**src/rtl/shift_add_multiplier_param_if.sv**
```systemverilog
// Request/result bundle for shift_add_multiplier_param.
// master drives operands and start; slave returns product, busy, done.
interface shift_add_multiplier_param_if #(
    parameter int WIDTH = 32
);
    logic                 start;
    logic                 signed_mode;
    logic [WIDTH-1:0]     A;
    logic [WIDTH-1:0]     B;
    logic [2*WIDTH-1:0]   product;
    logic                 busy;
    logic                 done;

    modport master (
        output start, signed_mode, A, B,
        input  product, busy, done
    );

    modport slave (
        input  start, signed_mode, A, B,
        output product, busy, done
    );
endinterface

```
**src/rtl/shift_add_multiplier_param.sv**
```systemverilog
// Iterative shift-and-add multiplier, signed or unsigned operands.
// Define SHIFT_ADD_MUL_EARLY_TERM_EN to stop once the multiplier runs out of set bits.
module shift_add_multiplier_param #(
    parameter int WIDTH = 32
) (
    input logic                  clk,
    input logic                  rst,
    shift_add_multiplier_param_if.slave bus
);
    localparam int CW = $clog2(WIDTH);

    typedef enum logic [1:0] {IDLE, RUN, DONE} state_t;

    state_t               state;
    state_t               state_n;
    logic [2*WIDTH-1:0]   mcand;
    logic [WIDTH-1:0]     mplr;
    logic [2*WIDTH-1:0]   acc;
    logic [CW-1:0]        count;
    logic                 sign_neg;
    logic [2*WIDTH-1:0]   product_q;
    logic                 done_q;

    logic                 accept;
    logic                 last;
    logic [WIDTH-1:0]     a_mag;
    logic [WIDTH-1:0]     b_mag;
    logic [2*WIDTH-1:0]   result;

    assign accept = bus.start && (state != RUN);

    // Negating the most negative value wraps to 2^(WIDTH-1), which is
    // exactly the right unsigned magnitude.
    assign a_mag = (bus.signed_mode && bus.A[WIDTH-1]) ? -bus.A : bus.A;
    assign b_mag = (bus.signed_mode && bus.B[WIDTH-1]) ? -bus.B : bus.B;

    assign result = sign_neg ? -acc : acc;

`ifdef SHIFT_ADD_MUL_EARLY_TERM_EN
    assign last = (mplr[WIDTH-1:1] == '0) || (count == CW'(WIDTH - 1));
`else
    assign last = (count == CW'(WIDTH - 1));
`endif

    always_ff @(posedge clk) begin
        if (rst) begin
            state <= IDLE;
        end else begin
            state <= state_n;
        end
    end

    always_comb begin
        state_n = state;
        unique case (state)
            IDLE:    if (accept) state_n = RUN;
            RUN:     if (last) state_n = DONE;
            DONE:    state_n = accept ? RUN : IDLE;
            default: state_n = IDLE;
        endcase
    end

    always_ff @(posedge clk) begin
        if (rst) begin
            mcand     <= '0;
            mplr      <= '0;
            acc       <= '0;
            count     <= '0;
            sign_neg  <= 1'b0;
            product_q <= '0;
            done_q    <= 1'b0;
        end else begin
            done_q <= 1'b0;
            if (accept) begin
                mcand    <= {{WIDTH{1'b0}}, a_mag};
                mplr     <= b_mag;
                acc      <= '0;
                count    <= '0;
                sign_neg <= bus.signed_mode && (bus.A[WIDTH-1] ^ bus.B[WIDTH-1]);
            end else if (state == RUN) begin
                if (mplr[0]) begin
                    acc <= acc + mcand;
                end
                mcand <= mcand << 1;
                mplr  <= mplr >> 1;
                count <= count + CW'(1);
            end
            // The accumulator still holds the finished sum here even if a
            // new operation is accepted on this same edge.
            if (state == DONE) begin
                product_q <= result;
                done_q    <= 1'b1;
            end
        end
    end

    assign bus.product = product_q;
    assign bus.busy    = (state == RUN);
    assign bus.done    = done_q;
endmodule

```
**src/flat_wrapper.sv**
```systemverilog
// flat-port wrapper written by rule: the top's interface ports become plain ports
module shift_add_multiplier_param_flat 
#(
    parameter int WIDTH = 32
)
  (clk, rst, bus_start, bus_signed_mode, bus_A, bus_B, bus_product, bus_busy, bus_done);
  shift_add_multiplier_param_if #(.WIDTH(WIDTH)) bus_i ();
  input logic clk;
  input logic rst;
  input wire logic [$bits(bus_i.start)-1:0] bus_start;
  input wire logic [$bits(bus_i.signed_mode)-1:0] bus_signed_mode;
  input wire logic [$bits(bus_i.A)-1:0] bus_A;
  input wire logic [$bits(bus_i.B)-1:0] bus_B;
  output wire logic [$bits(bus_i.product)-1:0] bus_product;
  output wire logic [$bits(bus_i.busy)-1:0] bus_busy;
  output wire logic [$bits(bus_i.done)-1:0] bus_done;
  assign bus_i.start = bus_start;
  assign bus_i.signed_mode = bus_signed_mode;
  assign bus_i.A = bus_A;
  assign bus_i.B = bus_B;
  assign bus_product = bus_i.product;
  assign bus_busy = bus_i.busy;
  assign bus_done = bus_i.done;
  shift_add_multiplier_param #(.WIDTH(WIDTH)) u_core (.clk(clk), .rst(rst), .bus(bus_i));
endmodule
```
**config.mk**
```make
export PLATFORM = sky130hd
export DESIGN_NAME = shift_add_multiplier_param_flat
export DESIGN_NICKNAME = d
export VERILOG_FILES = /design/src/rtl/shift_add_multiplier_param_if.sv /design/src/rtl/shift_add_multiplier_param.sv /design/src/flat_wrapper.sv
export SDC_FILE = /design/constraint.sdc
export NUM_CORES = 1
export LEC_CHECK = 0
export CAP_MARGIN = 15
export CORE_MARGIN = 5
export CORE_UTILIZATION = 60
export CTS_BUF_LIST = sky130_fd_sc_hd__clkbuf_8
export DETAILED_ROUTE_END_ITERATION = 12
export DONT_BUFFER_PORTS = 1
export PLACE_DENSITY_LB_ADDON = 0.05
export SKIP_LAST_GASP = 1
export SYNTH_ARGS = -nofsm -noshare
export SYNTH_HDL_FRONTEND = slang
export SYNTH_SLANG_ARGS = --single-unit
```
**constraint.sdc**
```tcl
create_clock -name clk -period 3.4 [get_ports clk]
set_input_delay 0 -clock clk [delete_from_list [all_inputs] [get_ports clk]]
set_output_delay 0 -clock clk [all_outputs]
set_load 0.01 [all_outputs]
```
==> reports/qor.yml, run 1 <==
run_status:
  status: "finished clean"
layout:
  area_delta_synth_final_pct: 18.0
  final_cell_area_um2: 17400
  final_cells: 2432
  final_common_cell: "nand2_1"
  diodes: 0
  final_cell_mix: "nand2_1 (290), a21oi_1 (253), dfxtp_1 (231)"
  nNetsFinal: 2220
  drive_gt1_frac: 0.0892
global_routing:
  grt_antenna_before_repair: 0
  grt_pass1_vias: 13600
  overflow: 0
  grt_pass1_wl_mm: 68.7
  grt_max_degree: 137
  grt_usage: 0.292
detailed_routing:
  dr.first_iter.drc_count: 1175
  drc_errors: 0
  wl_per_cell_um: 17.5
  first_pass_iters: 5
  drt-total-wl_mm: 42.5
  ant_nets: 0
  routed_via_density: 6.02
  vias: 14600
worst_setup_path:
  crit_fanout: 3
  required_ns: 3.83
  timing.rr.start: "u_core.acc[2]$_SDFFE_PP0P_"
  start_kind: "flip-flop"
  cp-end-kind: "flip-flop"
  crit_type: "flip-flop to flip-flop"
  cp-startpoint: "u_core.acc[2]$_SDFFE_PP0P_"
  worstPathArrival_ns: 3.76
synthesis:
  synth_compound_area_frac: 0.264
  synthesis.nets: 2107
  synthMuxAreaShare: 0.00339
  synth_edf_count: 0
  synth_area_um2: 14800
  yosysSeqAreaShare: 0.316
  synth_top_family_by_area: "compound AO/OA/AOI/OAI gates"
  synth_xor_area_frac: 0.0997
  ys_types: 70
  synthArstFlopShare: 0
  synth_fa_ha_area_frac: 0.0590
  yosysWarningCount: 0
  yosys.area_share.simple: 0.219
  yosysTopAreaCellShare: 0.316
  ys.flop_type: "dfxtp_1"
  yosysTopAreaCell: "dfxtp_1"
  synthTopCellsByArea: "dfxtp_1 (32%), a21oi_1 (8.6%), nand2_1 (7.4%), ha_1 (5.8%), nor2_1 (5.7%)"
  synth-seq-cells: 233
  syn_area_per_cell_um2: 7.49
  syn_inst: 1970
power_and_ir_drop:
  total_power_w: 0.00620
  power_frac_clock: 0.392
  leakagePower_nw: 7.08
  p_switching_w: 0.00173
  power.share.switching: 0.278
  power.density_nw_per_um2: 356
  seqPwrFrac: 0.464
  peakVddDrop_v: 0.000316
  p_comb_frac: 0.144
  internal_power_w: 0.00448
sta:
  finalSetupViolations: 0
  slew_headroom: 0.392
  fin_skew_ns: 0.0182
  drv_slew: 0
  max_freq_ghz: 0.301
  hold_violations: 0
  rsz0062_at_grt: "yes"
  worst_slew_pin_slew_ns: 0.911
  timing.final.ws_setup_ns: 0.0797
  post-route-min-period_ns: 3.32
  fin_crit_sh: 0.977
  holdWs_ns: 0.0202
placed_design:
  finalWeightedCongestion: 0.991
  dp_hpwl_mm: 29.3
  port-buffer-count: 0
  placedCellCount: 2258
  place_ws_ns: -0.0548
  placedInstanceArea_um2: 15400
cts:
  cts_buffers: 39
  clockBufferDepth: 3
  clkLatencyLatePin_ns: 0.55
  clockRootBuffer: "clkbuf_8"
  clkTransAtPathRegs_ns: 0.06
  htree_levels: 2
  cts_tree: "done"
  cts.sinks: 233
floorplanning:
  row_count: 57
  die_w_um: 167
  initial_core_util: 0.609
  die_area_um2: 27800
  die_h_um: 167
  core-area_um2: 24200
  ioPinCount: 134
flow_run:
  cap_violations: 0
hold_path:
  hold_path.startpoint: "bus_B[22]"
  hold_class: "primary input to flip-flop"
-- per-layer routing --
metal  GRT usage  wire length, um  vias to the layer above  share of wire
met5           0                0                        -              0
met4      0.0612              591                        0          0.014
met3      0.0780             4340                       53           0.10
met2       0.446            17900                      581           0.42
met1       0.418            19700                     6724           0.46
li1            -                -                     7284              -
-- critical path, stage by stage (launching register included) --
cell and delay, ns:
dfxtp_1 0.31, or4_4 0.53, or4_4 0.50, or2_4 0.26, nor3_4 0.23, nand4_2 0.12
or4_4 0.46, or3_4 0.35, o21ai_2 0.13, xnor2_1 0.08, a22o_1 0.23
-- what timing repair did --
action,CTS,global route
resized for setup,1,32
endpoints found under the hold margin,153,0
setup endpoints to repair,3,27
setup buffers,0,2
pin swaps,0,7
cloned,0,0
hold buffers,106,0
-- cell usage after synthesis (all sizes together) (3+ instances only) --
library cell	n
nor2	224
o211ai	7
nor3b	7
a311oi	11
a21oi	255
clkbuf	106
nand3b	6
a31oi	14
or2	6
o41ai	17
mux2i	5
a211oi	107
inv	33
or3	25
o21ai	99
nand4	16
nand2	290
o21a	3
xnor2	74
buf	12
and2	15
nor3	27
or4	18
o21bai	14
nand2b	11
ha	68
a21boi	6
dfxtp	233
a41oi	5
nor4	17
nand3	19
and3	16
a21o	38
nor2b	7
and4	3
a22o	4
o31ai	27
xor2	94
-- cell families after synthesis --
family,Yosys count
and+or+nand+nor,716
AOI/OAI and AO/OA,628
DFF,233
xor gates and xnor gates,168
buffers and inverters,151
adders and majority gates,69
muxes,5
-- path summary, 6_finish.rpt --
| check | slack [ns] | end | cells past startpoint |
|---|---|---|---|
| hold reg to reg | 0.46 | u_core.count[4]$_SDFFE_PP0P_ | 2 |
| setup reg to reg | 0.08 | u_core.bus.product[62]$_SDFFE_PP0P_ | 10 |
| hold / removal | 0.02 | u_core.mplr[23]$_SDFFE_PP0P_ | 5 |
| setup / recovery | 0.08 | u_core.bus.product[62]$_SDFFE_PP0P_ | 10 |
-- registers in the layout (all words and copies together), names as in the netlist --
name,cells
u_core.bus.done,1
u_core.count,5
u_core.mcand,64
u_core.acc,64
u_core.bus.product,64
u_core.state,2
u_core.sign_neg,1
u_core.mplr,32
-- stage by stage --
step	setup TNS, ns	utilization
global placement	-0.203	0.635
floorplan	0	-
CTS	0	0.712
global route	-0.237	0.719
detailed placement	-0.104	0.635
finish	0	0.719
-- area by class of cell --
class | count | area, um^2
fillers | 1942 | 6830
multi-input cells | 1586 | 9700
clock buffers | 45 | 619
clock inverters | 21 | 124
inverters | 33 | 126
repair buffers | 190 | 1780
well taps | 324 | 405
flip-flops and latches | 233 | 4670
-- power by group through the flow --
stage	Sequential, W	Clock [W]	Combinational, W
after floorplan	0.00290	0	0.000572
after global placement	0.00293	0	0.000678
after detailed placement	0.00293	0	0.000692
after CTS	0.00287	0.00246	0.000853
after global routing	0.00289	0.00261	0.000981
final	0.00288	0.00243	0.000891
(Power assumes the default switching activity.)
==> inputs of run 2 (changes only) <==
--- a/config.mk
+++ b/config.mk
@@ -7,8 +7,8 @@
 export LEC_CHECK = 0
 export CAP_MARGIN = 15
 export CORE_MARGIN = 5
-export CORE_UTILIZATION = 60
-export CTS_BUF_LIST = sky130_fd_sc_hd__clkbuf_8
+export CORE_UTILIZATION = 28
+export CTS_BUF_LIST = sky130_fd_sc_hd__clkbuf_16
 export DETAILED_ROUTE_END_ITERATION = 12
 export DONT_BUFFER_PORTS = 1
 export PLACE_DENSITY_LB_ADDON = 0.05
==> reports/qor.yml, run 2 (synthesis results as in run 1) <==
sta:
  slew_headroom: 0.438
  fin_tns_setup_ns: 0
  post-route-min-period_ns: 3.34
  timing.final.ws_setup_ns: 0.0629
  rsz0062_at_grt: "yes"
  worst_slew_pin_slew_ns: 0.837
  max_freq_ghz: 0.300
  holdWs_ns: 0.0336
  drv_slew: 0
  fin_skew_ns: 0.0169
  fin_crit_sh: 0.982
  hold_violations: 0
  finalSetupViolations: 0
floorplanning:
  initial_core_util: 0.281
  core-area_um2: 52400
  row_count: 84
  die_h_um: 240
  die_w_um: 240
  ioPinCount: 134
  die_area_um2: 57400
flow_run:
  cap_violations: 0
cts:
  cts_buffers: 31
  clockBufferDepth: 3
  clkTransAtPathRegs_ns: 0.06
  clockRootBuffer: "clkbuf_16"
  htree_levels: 1
  cts_tree: "done"
  clkLatencyLatePin_ns: 0.59
  cts.sinks: 233
layout:
  fillCellCount: 5585
  drive_gt1_frac: 0.115
  final_common_cell: "nand2_1"
  diodes: 0
  final_cell_mix: "nand2_1 (289), a21oi_1 (254), dfxtp_1 (232)"
  nNetsFinal: 2343
  area_delta_synth_final_pct: 29.2
  final_cells: 2914
detailed_routing:
  wl_per_cell_um: 18.1
  drc_errors: 0
  first_pass_iters: 5
  drt-total-wl_mm: 52.8
  dr.first_iter.drc_count: 767
  vias: 14800
  ant_nets: 0
  routed_via_density: 5.07
global_routing:
  grt_pass1_wl_mm: 81.8
  grt_usage: 0.177
  overflow: 0
  grt_antenna_before_repair: 2
  grt_pass1_vias: 14300
  grt_max_degree: 83
placed_design:
  placedCellCount: 2709
  place_ws_ns: -0.0834
  finalWeightedCongestion: 0.860
  port-buffer-count: 0
  dp_hpwl_mm: 38.9
worst_setup_path:
  reg2reg_to: "u_core.bus.product[62]$_SDFFE_PP0P_"
  worstPathArrival_ns: 3.82
  crit_type: "flip-flop to flip-flop"
  cp-end-kind: "flip-flop"
  cp-startpoint: "u_core.acc[3]$_SDFFE_PP0P_"
  required_ns: 3.89
  r2r_slack_ns: 0.06
  start_kind: "flip-flop"
  reg2reg_depth: 10
  timing.rr.start: "u_core.acc[3]$_SDFFE_PP0P_"
  crit_fanout: 5
hold_path:
  min_path_cells: 2
  hold_path_end: "u_core.bus.product[30]$_SDFFE_PP0P_"
  hold_path.startpoint: "rst"
  hold_class: "primary input to flip-flop"
run_status:
  status: "finished clean"
power_and_ir_drop:
  leakagePower_nw: 7.91
  peakVddDrop_v: 0.000361
  power.density_nw_per_um2: 361
-- run 2: cell types whose count changed in the layout (fill, tap and decap cells not counted), sizes merged --
cell / delta
buf: +85
clkinv: +2
inv: -1
clkbuf: -14
dlygate4sd3: +46
-- run 2: critical path: stages, from the launching register on --
cell and delay [ns]:
dfxtp_1 0.36, or4_4 0.54, or4_4 0.50, or2_4 0.26
nor3_4 0.17, nand4_2 0.15, or4_4 0.46, or3_4 0.35
o21ai_2 0.13, xnor2_1 0.08, a22o_1 0.23
-- run 2: per-stage QoR --
stage	area, um^2	utilization	total power [W]
after floorplan	14800	-	0.00347
after global placement	16500	0.314	0.00373
after detailed placement	16500	0.314	0.00373
after CTS	19000	0.362	0.00700
after global routing	19100	0.364	0.00722
final	19100	0.364	0.00689
-- run 2: area by class of cell --
type | count | area [um^2] | area share
sequential | 233 | 4670 | 0.245
multi-input combinational | 1586 | 9670 | 0.507
clock buffer | 31 | 776 | 0.0407
tap | 688 | 861 | 0.0451
timing repair buffer | 321 | 2840 | 0.149
clock inverter | 22 | 140 | 0.00734
inverter | 33 | 126 | 0.00662
-- run 2: metal layers --
metal  wire length [um]  GRT usage  vias up
met4                687     0.0318        0
met3               2990     0.0330       45
met1              27300      0.267     6931
met2              21800      0.266      279
li1                   -          -     7532
met5                  0          0        -
-- run 2: worst max-delay path by stage --
stage	endpoint	slack, ns	depth (start not counted)
detailed placement	u_core.bus.product[51]$_SDFFE_PP0P_	-0.08	10
global placement	u_core.bus.product[51]$_SDFFE_PP0P_	-0.13	10
finish	u_core.bus.product[62]$_SDFFE_PP0P_	0.06	10
floorplan	u_core.bus.product[62]$_SDFFE_PP0P_	0.17	10
CTS	u_core.bus.product[51]$_SDFFE_PP0P_	-0.01	10
global route	u_core.bus.product[49]$_SDFFE_PP0P_	-0.02	10
-- run 2: timing repair --
action / in CTS / in global routing
pin swaps: 1 / 6
endpoints found under the setup margin: 6 / 32
hold buffers: 151 / 0
gates resized for setup: 2 / 21
hold endpoints to repair: 137 / 0
buffers inserted: 0 / 1
-- run 2: where the power goes --
part           internal [W]  total, W  switching [W]
Clock               0.00171   0.00302        0.00130
Combinational      0.000477   0.00100       0.000526
Sequential          0.00280   0.00287      0.0000676
